**config.mk**
```make
export PLATFORM = sky130hd
export DESIGN_NAME = seq_pattern_gen
export DESIGN_NICKNAME = d
export VERILOG_FILES = /design/src/rtl/seq_pkg.sv /design/src/rtl/seq_down_counter.sv /design/src/rtl/seq_pattern_gen.sv
export SDC_FILE = /design/constraint.sdc
export NUM_CORES = 1
export LEC_CHECK = 0
export CAP_MARGIN = 20
export CORE_UTILIZATION = 25
export CTS_BUF_LIST = sky130_fd_sc_hd__clkbuf_2
export DETAILED_ROUTE_END_ITERATION = 7
export SLEW_MARGIN = 20
export SYNTH_ARGS = -nofsm -noshare
export SYNTH_HDL_FRONTEND = slang
export SYNTH_SLANG_ARGS = --single-unit
```
**constraint.sdc**
```tcl
create_clock -name clk -period 5.8 [get_ports clk]
set_clock_uncertainty 0.15 [all_clocks]
set_input_delay 1.16 -clock clk [delete_from_list [all_inputs] [get_ports clk]]
set_output_delay 1.16 -clock clk [all_outputs]
set_load 0.01 [all_outputs]
```
**src/rtl/seq_pkg.sv**
```systemverilog
// rtl/seq_pkg.sv - shared state encoding and default widths for the serial pattern path
package seq_pkg;

    typedef enum logic [1:0] {
        IDLE = 2'b00,
        SEND = 2'b01,
        GAP  = 2'b10,
        DONE = 2'b11
    } state_t;

    localparam int DEF_WIDTH = 8;
    localparam int DEF_LEN_W = 4;
    localparam int DEF_CNT_W = 4;

endpackage

```
**src/rtl/seq_down_counter.sv**
```systemverilog
// rtl/seq_down_counter.sv - loadable down counter that holds at zero
module seq_down_counter #(
    parameter int W = 4
) (
    input  logic         clk,
    input  logic         rst,
    input  logic         load,
    input  logic         en,
    input  logic [W-1:0] load_val,
    output logic [W-1:0] count,
    output logic         zero
);

    always_ff @(posedge clk or posedge rst) begin
        if (rst) begin
            count <= '0;
        end else if (load) begin
            count <= load_val;
        end else if (en && (count != '0)) begin
            count <= count - 1'b1;
        end
    end

    assign zero = (count == '0);

endmodule

```
**src/rtl/seq_pattern_gen.sv**
```systemverilog
// rtl/seq_pattern_gen.sv - MSB-first bit-serial pattern generator with repeat passes and idle gaps
module seq_pattern_gen
    import seq_pkg::*;
#(
    parameter int WIDTH = DEF_WIDTH,
    parameter int LEN_W = DEF_LEN_W,
    parameter int CNT_W = DEF_CNT_W
) (
    input  logic             clk,
    input  logic             rst,
    input  logic             start,
    input  logic [WIDTH-1:0] pattern,
    input  logic [LEN_W-1:0] len,
    input  logic [CNT_W-1:0] repeat_cnt,
    input  logic [CNT_W-1:0] gap,
    output logic             out,
    output logic             valid,
    output logic             busy,
    output logic             done
);

    localparam logic [LEN_W-1:0] WIDTH_L = LEN_W'(WIDTH);
    localparam logic [LEN_W-1:0] ONE_L   = LEN_W'(1);
    localparam logic [CNT_W-1:0] ONE_C   = CNT_W'(1);

    state_t           state;
    logic [WIDTH-1:0] pat_q;
    logic [LEN_W-1:0] len_q;
    logic [CNT_W-1:0] rpt_q;
    logic [CNT_W-1:0] gap_q;
    logic [CNT_W-1:0] pass_cnt;

    logic             idx_load, idx_en, idx_zero;
    logic [LEN_W-1:0] idx_val, idx;
    logic             gap_load, gap_en, gap_zero;
    logic [CNT_W-1:0] gap_cnt;
    logic             start_ok, last_pass, gap_last;

    function automatic logic bit_at(input logic [WIDTH-1:0] p, input logic [LEN_W-1:0] i);
        logic [WIDTH-1:0] s;
        s = p >> i;
        return s[0];
    endfunction

    assign start_ok  = start && (len != '0) && (len <= WIDTH_L);
    assign last_pass = (pass_cnt == rpt_q);
    assign gap_last  = (gap_cnt == ONE_C);

    always_comb begin
        idx_load = 1'b0;
        idx_en   = 1'b0;
        idx_val  = len_q - ONE_L;
        gap_load = 1'b0;
        gap_en   = 1'b0;
        case (state)
            IDLE: begin
                if (start_ok) begin
                    idx_load = 1'b1;
                    idx_val  = len - ONE_L;
                end
            end
            SEND: begin
                if (!idx_zero) begin
                    idx_en = 1'b1;
                end else if (!last_pass) begin
                    if (gap_q == '0) idx_load = 1'b1;
                    else             gap_load = 1'b1;
                end
            end
            GAP: begin
                gap_en   = !gap_zero;
                idx_load = gap_last;
            end
            default: ;
        endcase
    end

    seq_down_counter #(.W(LEN_W)) u_idx (
        .clk      (clk),
        .rst      (rst),
        .load     (idx_load),
        .en       (idx_en),
        .load_val (idx_val),
        .count    (idx),
        .zero     (idx_zero)
    );

    seq_down_counter #(.W(CNT_W)) u_gap (
        .clk      (clk),
        .rst      (rst),
        .load     (gap_load),
        .en       (gap_en),
        .load_val (gap_q),
        .count    (gap_cnt),
        .zero     (gap_zero)
    );

    // Outputs are computed for the state being entered, so they line up with it cycle for cycle.
    always_ff @(posedge clk or posedge rst) begin
        if (rst) begin
            state    <= IDLE;
            pat_q    <= '0;
            len_q    <= '0;
            rpt_q    <= '0;
            gap_q    <= '0;
            pass_cnt <= '0;
            out      <= 1'b0;
            valid    <= 1'b0;
            busy     <= 1'b0;
            done     <= 1'b0;
        end else begin
            case (state)
                IDLE: begin
                    done <= 1'b0;
                    if (start_ok) begin
                        pat_q    <= pattern;
                        len_q    <= len;
                        rpt_q    <= repeat_cnt;
                        gap_q    <= gap;
                        pass_cnt <= '0;
                        state    <= SEND;
                        out      <= bit_at(pattern, len - ONE_L);
                        valid    <= 1'b1;
                        busy     <= 1'b1;
                    end
                end
                SEND: begin
                    if (!idx_zero) begin
                        out <= bit_at(pat_q, idx - ONE_L);
                    end else if (last_pass) begin
                        state <= DONE;
                        out   <= 1'b0;
                        valid <= 1'b0;
                        busy  <= 1'b0;
                        done  <= 1'b1;
                    end else begin
                        pass_cnt <= pass_cnt + 1'b1;
                        if (gap_q == '0) begin
                            out <= bit_at(pat_q, len_q - ONE_L);
                        end else begin
                            state <= GAP;
                            out   <= 1'b0;
                            valid <= 1'b0;
                        end
                    end
                end
                GAP: begin
                    if (gap_last) begin
                        state <= SEND;
                        out   <= bit_at(pat_q, len_q - ONE_L);
                        valid <= 1'b1;
                    end
                end
                DONE: begin
                    done  <= 1'b0;
                    state <= IDLE;
                end
                default: state <= IDLE;
            endcase
        end
    end

endmodule

```
==> results of run 1 <==
sequential cells by signal, summed over array words and instances, names as in the netlist:
| register | count |
|---|---|
| len_q | 4 |
| pat_q | 8 |
| rpt_q | 4 |
| pass_cnt | 4 |
| done | 1 |
| valid | 1 |
| gap_q | 4 |
| busy | 1 |
| u_gap.count | 4 |
| state | 2 |
| u_idx.count | 4 |
| out | 1 |
power breakdown:
group          switching (mW)  internal [mW]  leakage [nW]
registers               0.125          0.390         0.453
logic                   0.338          0.354         0.694
clock network          0.0946         0.0275        0.0264
total                   0.558          0.772          1.17
routing by layer:
| layer | vias up | global-route usage, % | share of wire (%) |
|---|---|---|---|
| met1 | 840 | 14.16 | 48 |
| met5 | - | 0 | 0 |
| li1 | 839 | - | - |
| met2 | 42 | 15.44 | 45 |
| met4 | 0 | 4.779 | 2.4 |
| met3 | 10 | 2.362 | 4.2 |
metrics by stage:
| stage | power (mW) | setup WS, ns |
|---|---|---|
| CTS | 1.339 | 2.144 |
| detailed placement | 1.214 | 1.719 |
| floorplan | 1.043 | 2.990 |
| global route | 1.461 | 1.963 |
| finish | 1.330 | 2.188 |
| global placement | 1.203 | 1.797 |
logic make-up (layout without fill, tap and decap cells):
family | Yosys count | after routing
AOI/OAI and AO/OA | 42 | 42
muxes | 32 | 32
xor gates and xnor gates | 13 | 13
and+or+nand+nor | 59 | 59
DFF | 38 | 38
buffers and inverters | 21 | 52
adders and majority gates | 11 | 11
final timing paths:
kind	start	end	slack, ns	depth (start not counted)
max	len[0]	u_idx.count[3]$_DFFE_PP0P_	2.19	9
min	out$_DFFE_PP0P_	out$_DFFE_PP0P_	0.38	1
max reg2reg	u_idx.count[0]$_DFFE_PP0P_	out$_DFFE_PP0P_	3.29	8
min reg2reg	out$_DFFE_PP0P_	out$_DFFE_PP0P_	0.38	1
max in group asynchronous	rst	len_q[2]$_DFFE_PP0P_	4.15	3
min in group asynchronous	rst	pass_cnt[0]$_DFFE_PP0P_	0.96	3
cell usage after synthesis, drive strengths merged:
| master | instances | area [um^2] |
|---|---|---|
| dfrtp | 38 | 950.9 |
| clkbuf | 1 | 3.750 |
| o311ai | 1 | 8.760 |
| o211ai | 1 | 7.510 |
| xor2 | 5 | 51.30 |
| o2bb2ai | 1 | 8.760 |
| a21bo | 1 | 10.01 |
| a21o | 1 | 7.510 |
| or3 | 2 | 12.51 |
| nand4 | 4 | 25.02 |
| nor3b | 2 | 20.02 |
| buf | 3 | 21.27 |
| nand2b | 2 | 12.51 |
| ha | 11 | 137.6 |
| nor3 | 6 | 30.03 |
| a31oi | 3 | 25.02 |
| o32ai | 1 | 8.760 |
| a211oi | 1 | 7.510 |
| o31ai | 1 | 7.510 |
| mux4 | 5 | 120.1 |
| o32a | 1 | 11.26 |
| nand3b | 1 | 7.510 |
| nor2 | 12 | 45.04 |
| nor2b | 1 | 6.260 |
| xnor2 | 8 | 77.58 |
| nor4 | 3 | 18.77 |
| a21oi | 13 | 65.06 |
| a311oi | 1 | 8.760 |
| mux2 | 21 | 236.5 |
| a21boi | 2 | 18.77 |
| a22o | 3 | 26.28 |
| nand2 | 18 | 67.56 |
| nand3 | 6 | 40.04 |
| mux2i | 6 | 60.06 |
| inv | 17 | 63.81 |
| or4 | 2 | 15.01 |
| o21ai | 11 | 55.05 |
layout make-up:
type / count / area share [%]
clock inverter: 3 / 0.5983
tap: 108 / 4.970
clock buffer: 5 / 0.9204
inverter: 17 / 2.347
timing repair buffer: 27 / 9.848
multi-input combinational: 157 / 46.34
sequential: 38 / 34.97
==> metrics.txt, run 1 <==
Placed Instance Area 2678 um^2; DP HPWL 3450 um; max_slew headroom 55.92%; pin count of the biggest net entering global routing 39; filler-free cell count of the finished design 355; number of instances resized during post-cts repair 0; Initial DRT Pass Iterations 4; VDD IR-drop max 0.0002255 V; global-route total usage across every layer 10.34%; leading cell type in the layout, fill and taps excluded dfrtp_1; number of clock buffers inserted by TritonCTS 5; adder-cell share of the synthesized area 5.985%; total number of clock tree sinks 38; Die Area 9586 um^2; number of buffers inserted by hold repair at cts 0; Pwr per Cell Area 489.3 nW/um^2; global-route wire length before repair 7893 um; post-CTS repair timing setup buffer count 0; number of top-level pins 27; cell area after technology mapping 2300 um^2; Layout fillers 894; vias per std cell 4.876; Area growth syn-to-layout 18.23%; Post-Synth Simple-Gate Area 13.06%; mux cell area share after synthesis 18.12%; critical path, cell by cell clkdlybuf4s50_1, inv_1, ha_1, nor2b_1, xnor2_2, nand3_2, a31oi_2, o211ai_1, o21ai_0; dominant delay contributor by cell family on the critical path compound AO/OA/AOI/OAI gates; clock root buffer clkbuf_2; largest stage delay on the critical path 0.58 ns; number of H-tree levels 2; Nets 280; Starting Density 26.12%; post-synthesis average cell area 10.65 um^2; path type of the worst setup path in2reg; data arrival time of the critical path 3.78 ns; critical path's slowest cell a31oi_2; remaining routing DRC violations 0; maximum operating frequency 0.2769 GHz; share of the synthesized netlist area taken by xor and xnor gates 5.604%; min Tclk post-route 3.612 ns; combinational family with the most area after synthesis multiplexers; sequential cell area in the final layout 950.9 um^2; total count of max-transition violations in the final report 0; via count of the first global-routing pass 1614; run status complete, no violations; crit path launch type primary input; die extent in y 97.91 um; number of antenna violations at the first check in global routing 0; count of distinct cell types in the synthesized netlist 46; Die Wd 97.91 um; core area 8806 um^2; drt wl/cell 13.03 um; Util after Layout 30.88%; Synth Instances 216; buffer depth of the longest clock path 2; post-route design area 2719 um^2; clock tree from TritonCTS done; max-capacitance violation count 0; buffers plus inverters on the worst setup path 2; number of antenna cells inserted 0; final estimated routing congestion in global placement 0.7503; number of warnings printed during yosys synthesis 0; measured slew at the worst slew-check pin 0.6605 ns; number of vias in the routed layout 1731; area of combinational cells with multiple inputs 1260 um^2; Worst setup EP type register; grt total ovfl 0; compound-cell area share of the yosys netlist 12.02%; static leakage power 1.173 nW; post-route fraction of the period consumed by the critical path 62.27%; Mapped Nets 250; number of rows created at floorplan 34; violation count after the first detailed-route iteration 88; # port buffers 26; final hold slack 0.3835 ns; final hold viol count 0; setup repair after global routing missed its margin no; count of state elements after synthesis 38; Crit Path Max Fanout 27; share of cells above drive strength 1 16.60%; clock latency reported for the late side of the worst-skew pair 0.42 ns; Antenna Violating Nets Remaining 0; total routed wirelength 4624 um; final-report setup violation count 0; most frequent cells in the layout 38 x dfrtp_1, 26 x clkdlybuf4s50_1, 21 x mux2_2; number of cells in the design after placement 347; setup_tns 0 ns; data required time at the worst endpoint 5.97 ns; type of the most critical hold path reg2reg; clock edge transition at the registers on the reported setup and hold paths 0.18 ns; Seq/Total Area, Yosys 41.35%
(Power assumes the default switching activity.)
==> run 2: changes to the inputs <==
==> constraint.sdc (replaced) <==
create_clock -name clk -period 3.57 [get_ports clk]
set_clock_uncertainty 0.15 [all_clocks]
set_input_delay 0.714 -clock clk [delete_from_list [all_inputs] [get_ports clk]]
set_output_delay 0.714 -clock clk [all_outputs]
set_load 0.01 [all_outputs]
==> metrics.txt, run 2 (synthesis gave the netlist of run 1 again) <==
crit path launch len[0] (unchanged); die extent in y 97.91 um (unchanged); clock latency reported for the late side of the worst-skew pair 0.40 ns (was 0.42 ns); max_slew headroom 63.46% (was 55.92%); switching share of power 40.35% (was 41.98%); number of clock buffers inserted by TritonCTS 5 (unchanged); number of antenna violations at the first check in global routing 0 (unchanged); number of buffers inserted by hold repair at cts 0 (unchanged); register with the most flip-flops pat_q (unchanged); run status complete, no violations (unchanged); final total power 2.240 mW (was 1.330 mW); min Tclk post-route 2.628 ns; clock root buffer clkbuf_2 (unchanged); combinational group share of total power 50.9% (was 52.1%); Clk network pwr share 11.8% (was 9.2%); Worst setup EP type register (unchanged); VDD IR-drop max 0.0002987 V (was 0.0002255 V); setup_tns 0 ns (unchanged); post-route fraction of the period consumed by the critical path 73.60%; buffer depth of the longest clock path 2 (unchanged); Starting Density 26.12% (unchanged); DP HPWL 3761 um (was 3450 um); switching power 0.9040 mW (was 0.5584 mW); Crit Path Max Fanout 11 (was 27); Die Wd 97.91 um (unchanged); total number of clock tree sinks 38 (unchanged); remaining routing DRC violations 0 (unchanged); number of top-level pins 27 (unchanged); internal reg-to-reg setup slack 1.09 ns (was 3.29 ns); max-capacitance violation count 0 (unchanged); # port buffers 26 (unchanged); leading cell type in the layout, fill and taps excluded dfrtp_1 (unchanged); launch instance of the worst min-delay path valid$_DFFE_PP0P_ (was out$_DFFE_PP0P_); clock tree from TritonCTS done (unchanged); path type of the worst setup path in2reg (unchanged); total routed wirelength 4785 um (was 4624 um); total count of max-transition violations in the final report 0 (unchanged); pin count of the biggest net entering global routing 39 (unchanged); final estimated routing congestion in global placement 0.8196 (was 0.7503); Initial DRT Pass Iterations 4 (unchanged); number of instances resized during post-cts repair 0 (unchanged); crit path setup slack, layout 0.9424 ns (was 2.188 ns); clock edge transition at the registers on the reported setup and hold paths 0.18 ns (about the same); startpoint of the worst register-to-register path u_idx.count[0]$_DFFE_PP0P_ (unchanged); measured slew at the worst slew-check pin 0.5431 ns (was 0.6605 ns); drt wl/cell 13.37 um (was 13.03 um); global-route total usage across every layer 10.78% (was 10.34%); Pwr per Cell Area 810.1 nW/um^2 (was 489.3 nW/um^2); Power Internal 1.336 mW (was 0.7719 mW); maximum operating frequency 0.3806 GHz; data required time at the worst endpoint 3.70 ns (was 5.97 ns); crit path launch type primary input (unchanged); Die Area 9586 um^2 (unchanged); setup repair after global routing missed its margin no (unchanged); number of rows created at floorplan 34 (unchanged); final hold viol count 0 (unchanged); number of vias in the routed layout 1720 (was 1731); most frequent cells in the layout 38 x dfrtp_1, 26 x clkdlybuf4s50_1, 21 x mux2_2 (unchanged); core area 8806 um^2 (unchanged); Nets 283 (was 280); number of H-tree levels 2 (unchanged); sequential share of power 37.3% (was 38.8%); number of antenna cells inserted 0 (unchanged); type of the most critical hold path reg2reg (unchanged); final-report setup violation count 0 (unchanged); vias per std cell 4.804 (was 4.876); violation count after the first detailed-route iteration 76 (was 88); grt total ovfl 0 (unchanged); Antenna Violating Nets Remaining 0 (unchanged); Area growth syn-to-layout 20.24% (was 18.23%); data arrival time of the critical path 2.76 ns (was 3.78 ns); share of cells above drive strength 1 18.00% (was 16.60%); via count of the first global-routing pass 1695 (was 1614); flip-flop count of the largest register, all copies and words added 8 (unchanged); worst slack after detailed placement 0.4858 ns (was 1.719 ns); post-CTS repair timing setup buffer count 0 (unchanged); static leakage power 1.202 nW (was 1.173 nW); global-route wire length before repair 8286 um (was 7893 um)
## run 2: per-layer routing
layer  routed length (um)  up-vias  track usage (%)
met5                    0        -                0
met4                   96        0            4.429
met3                  172       11            2.434
met2                 2234       42            16.63
met1                 2282      819            14.56
li1                     -      848                -
## run 2: layout make-up
| cell class | instances | area (um^2) |
|---|---|---|
| Clock inverter | 3 | 40.04 |
| Fill cell | 898 | 6041 |
| Clock buffer | 5 | 25.02 |
| Multi-Input combinational cell | 157 | 1260 |
| Inverter | 17 | 63.81 |
| Tap cell | 108 | 135.1 |
| Timing Repair Buffer | 30 | 290.3 |
| Sequential cell | 38 | 950.9 |
## run 2: metrics by stage
step | std cells | utilization, % | hold slack (ns) | instance area [um^2]
after global routing | 358 | 31.40 | 0.4112 | 2765
after CTS | 358 | 31.40 | 0.3827 | 2765
after detailed placement | 350 | 30.66 | 0.3384 | 2700
after global placement | 350 | 30.66 | 0.3487 | 2700
after floorplan | 216 | - | 0.3228 | 2300
final | 358 | 31.40 | 0.3675 | 2765
## run 2: path summary, 6_finish.rpt
check	endpoint	cells past startpoint
worst min-delay path	valid$_DFFE_PP0P_	1
worst min register to register	valid$_DFFE_PP0P_	1
worst max register to register	out$_DFFE_PP0P_	8
min in group asynchronous	pass_cnt[1]$_DFFE_PP0P_	3
worst max-delay path	u_idx.count[0]$_DFFE_PP0P_	9
max in group asynchronous	u_idx.count[3]$_DFFE_PP0P_	3
## run 2: worst max-delay path, cell delays in order
cell and delay [ns]:
clkdlybuf4s50_1 0.56, inv_1 0.08, ha_1 0.22, nor2b_1 0.16, xnor2_2 0.21, nand3_2 0.21
buf_4 0.24, o21ai_0 0.25, a21oi_1 0.11
## run 2: power by group through the flow
stage	Clock [mW]	Sequential (mW)	Combinational, mW
3_5_place_dp	0	0.849	1.14
5_1_grt	0.288	0.870	1.29
2_1_floorplan	0	0.786	0.908
4_1_cts	0.279	0.836	1.15
3_3_place_gp	0	0.842	1.13
6_report	0.265	0.836	1.14
==> run 3: changes to the inputs <==
==> constraint.sdc (replaced) <==
create_clock -name clk -period 2.6 [get_ports clk]
set_clock_uncertainty 0.15 [all_clocks]
set_input_delay 0.52 -clock clk [delete_from_list [all_inputs] [get_ports clk]]
set_output_delay 0.52 -clock clk [all_outputs]
set_load 0.01 [all_outputs]
==> metrics.txt, run 3 (synthesis gave the netlist of run 1 again) <==
clock latency reported for the late side of the worst-skew pair 0.39 ns (was 0.40 ns); post-route fraction of the period consumed by the critical path 94.37%; total number of clock tree sinks 38 (unchanged); most frequent cells in the layout 38 x dfrtp_1, 26 x clkdlybuf4s50_1, 21 x mux2_2 (unchanged); leading cell type in the layout, fill and taps excluded dfrtp_1 (unchanged); number of top-level pins 27 (unchanged); number of antenna cells inserted 0 (unchanged); total count of max-transition violations in the final report 0 (unchanged); final hold viol count 0 (unchanged); Die Wd 97.91 um (unchanged); static leakage power 1.246 nW (was 1.202 nW); register with the most flip-flops pat_q (unchanged); global-route wire length before repair 8680 um (was 8286 um); crit path setup slack, layout 0.1465 ns (was 0.9424 ns); data arrival time of the critical path 2.59 ns (was 2.76 ns); Nets 294 (was 283); crit path launch type register (was primary input); number of antenna violations at the first check in global routing 0 (unchanged); clock edge transition at the registers on the reported setup and hold paths 0.23 ns (was 0.18 ns); clock root buffer clkbuf_2 (unchanged); number of instances resized during post-cts repair 0 (unchanged); number of clock buffers inserted by TritonCTS 5 (unchanged); number of buffers inserted by hold repair at cts 0 (unchanged); vias per std cell 4.859 (was 4.804); setup repair after global routing missed its margin no (unchanged); max_slew headroom 60.93% (was 63.46%); Initial DRT Pass Iterations 4 (unchanged); Antenna Violating Nets Remaining 0 (unchanged); VDD IR-drop max 0.0004029 V (was 0.0002987 V); measured slew at the worst slew-check pin 0.5808 ns (was 0.5431 ns); setup_tns 0 ns (unchanged); data required time at the worst endpoint 2.74 ns (was 3.70 ns); post-CTS repair timing setup buffer count 0 (unchanged); grt total ovfl 0 (unchanged); Pwr per Cell Area 1097 nW/um^2 (was 810.1 nW/um^2); via count of the first global-routing pass 1824 (was 1695); Starting Density 26.12% (unchanged); flip-flop count of the largest register, all copies and words added 8 (unchanged); # port buffers 26 (unchanged); run status complete, no violations (unchanged); drt wl/cell 13.33 um (was 13.37 um); core area 8806 um^2 (unchanged); clock tree from TritonCTS done (unchanged); Area growth syn-to-layout 23.50% (was 20.24%); number of rows created at floorplan 34 (unchanged); die extent in y 97.91 um (unchanged); number of vias in the routed layout 1793 (was 1720); number of H-tree levels 2 (unchanged); Worst setup EP type register (unchanged); remaining routing DRC violations 0 (unchanged); min Tclk post-route 2.454 ns; maximum operating frequency 0.4076 GHz; path type of the worst setup path reg2reg (was in2reg); share of cells above drive strength 1 21.84% (was 18.00%); final estimated routing congestion in global placement 0.8104 (was 0.8196); Util after Layout 32.25% (was 31.40%); buffer depth of the longest clock path 2 (unchanged); worst slack after detailed placement -0.1184 ns (was 0.4858 ns); max-capacitance violation count 0 (unchanged); Die Area 9586 um^2 (unchanged); total routed wirelength 4920 um (was 4785 um); violation count after the first detailed-route iteration 70 (was 76); final-report setup violation count 0 (unchanged); global-route total usage across every layer 11.13% (was 10.78%); pin count of the biggest net entering global routing 39 (unchanged); Crit Path Max Fanout 5 (was 11); type of the most critical hold path in2async (was reg2reg); DP HPWL 3744 um (was 3761 um)
-- run 3: final cells by class --
type	count	area, um^2
Timing Repair Buffer	41	372.9
Multi-Input combinational cell	157	1274
Fill cell	878	5966
Clock buffer	6	30.03
Inverter	17	63.81
Clock inverter	2	13.76
Sequential cell	38	950.9
Tap cell	108	135.1
-- run 3: path summary, 6_finish.rpt --
check | endpoint | start | slack (ns) | cells past startpoint
min in group clk | valid$_DFFE_PP0P_ | valid$_DFFE_PP0P_ | 0.39 | 1
max in group asynchronous | out$_DFFE_PP0P_ | rst | 1.58 | 3
worst max-delay path | out$_DFFE_PP0P_ | u_idx.count[0]$_DFFE_PP0P_ | 0.15 | 8
worst max register to register | out$_DFFE_PP0P_ | u_idx.count[0]$_DFFE_PP0P_ | 0.15 | 8
worst min-delay path | valid$_DFFE_PP0P_ | rst | 0.36 | 3
worst min register to register | valid$_DFFE_PP0P_ | valid$_DFFE_PP0P_ | 0.39 | 1
-- run 3: layer usage --
layer | track usage [%] | share of wire (%) | vias up
met5 | 0 | 0 | -
met4 | 3.497 | 0.77 | 0
met3 | 1.575 | 2.4 | 5
met2 | 18.58 | 48 | 30
met1 | 14.88 | 49 | 893
li1 | - | - | 865
-- run 3: where the power goes --
part,total [mW],internal (mW),switching [mW],leakage (nW)
Combinational,1.67,0.889,0.778,0.760
Sequential,1.16,0.870,0.292,0.453
Clock,0.286,0.0711,0.215,0.0330
-- run 3: stage by stage --
stage | power (mW) | cell area, um^2 | instances | hold WS, ns
after floorplan | 2.326 | 2300 | 216 | 0.3228
after global placement | 2.791 | 2783 | 361 | 0.3619
after detailed placement | 2.818 | 2783 | 361 | 0.3550
after CTS | 3.111 | 2826 | 369 | 0.3509
after global routing | 3.400 | 2840 | 369 | 0.3721
final | 3.115 | 2840 | 369 | 0.3576
-- run 3: worst max-delay path, cell delays in order, from the launching register on --
cell and delay (ns):
dfrtp_1 0.46, inv_1 0.13, ha_2 0.28, xor2_4 0.23, mux4_2 0.54, nand2b_1 0.16, nand4_1 0.07, o21ai_1 0.07
mux2_2 0.27
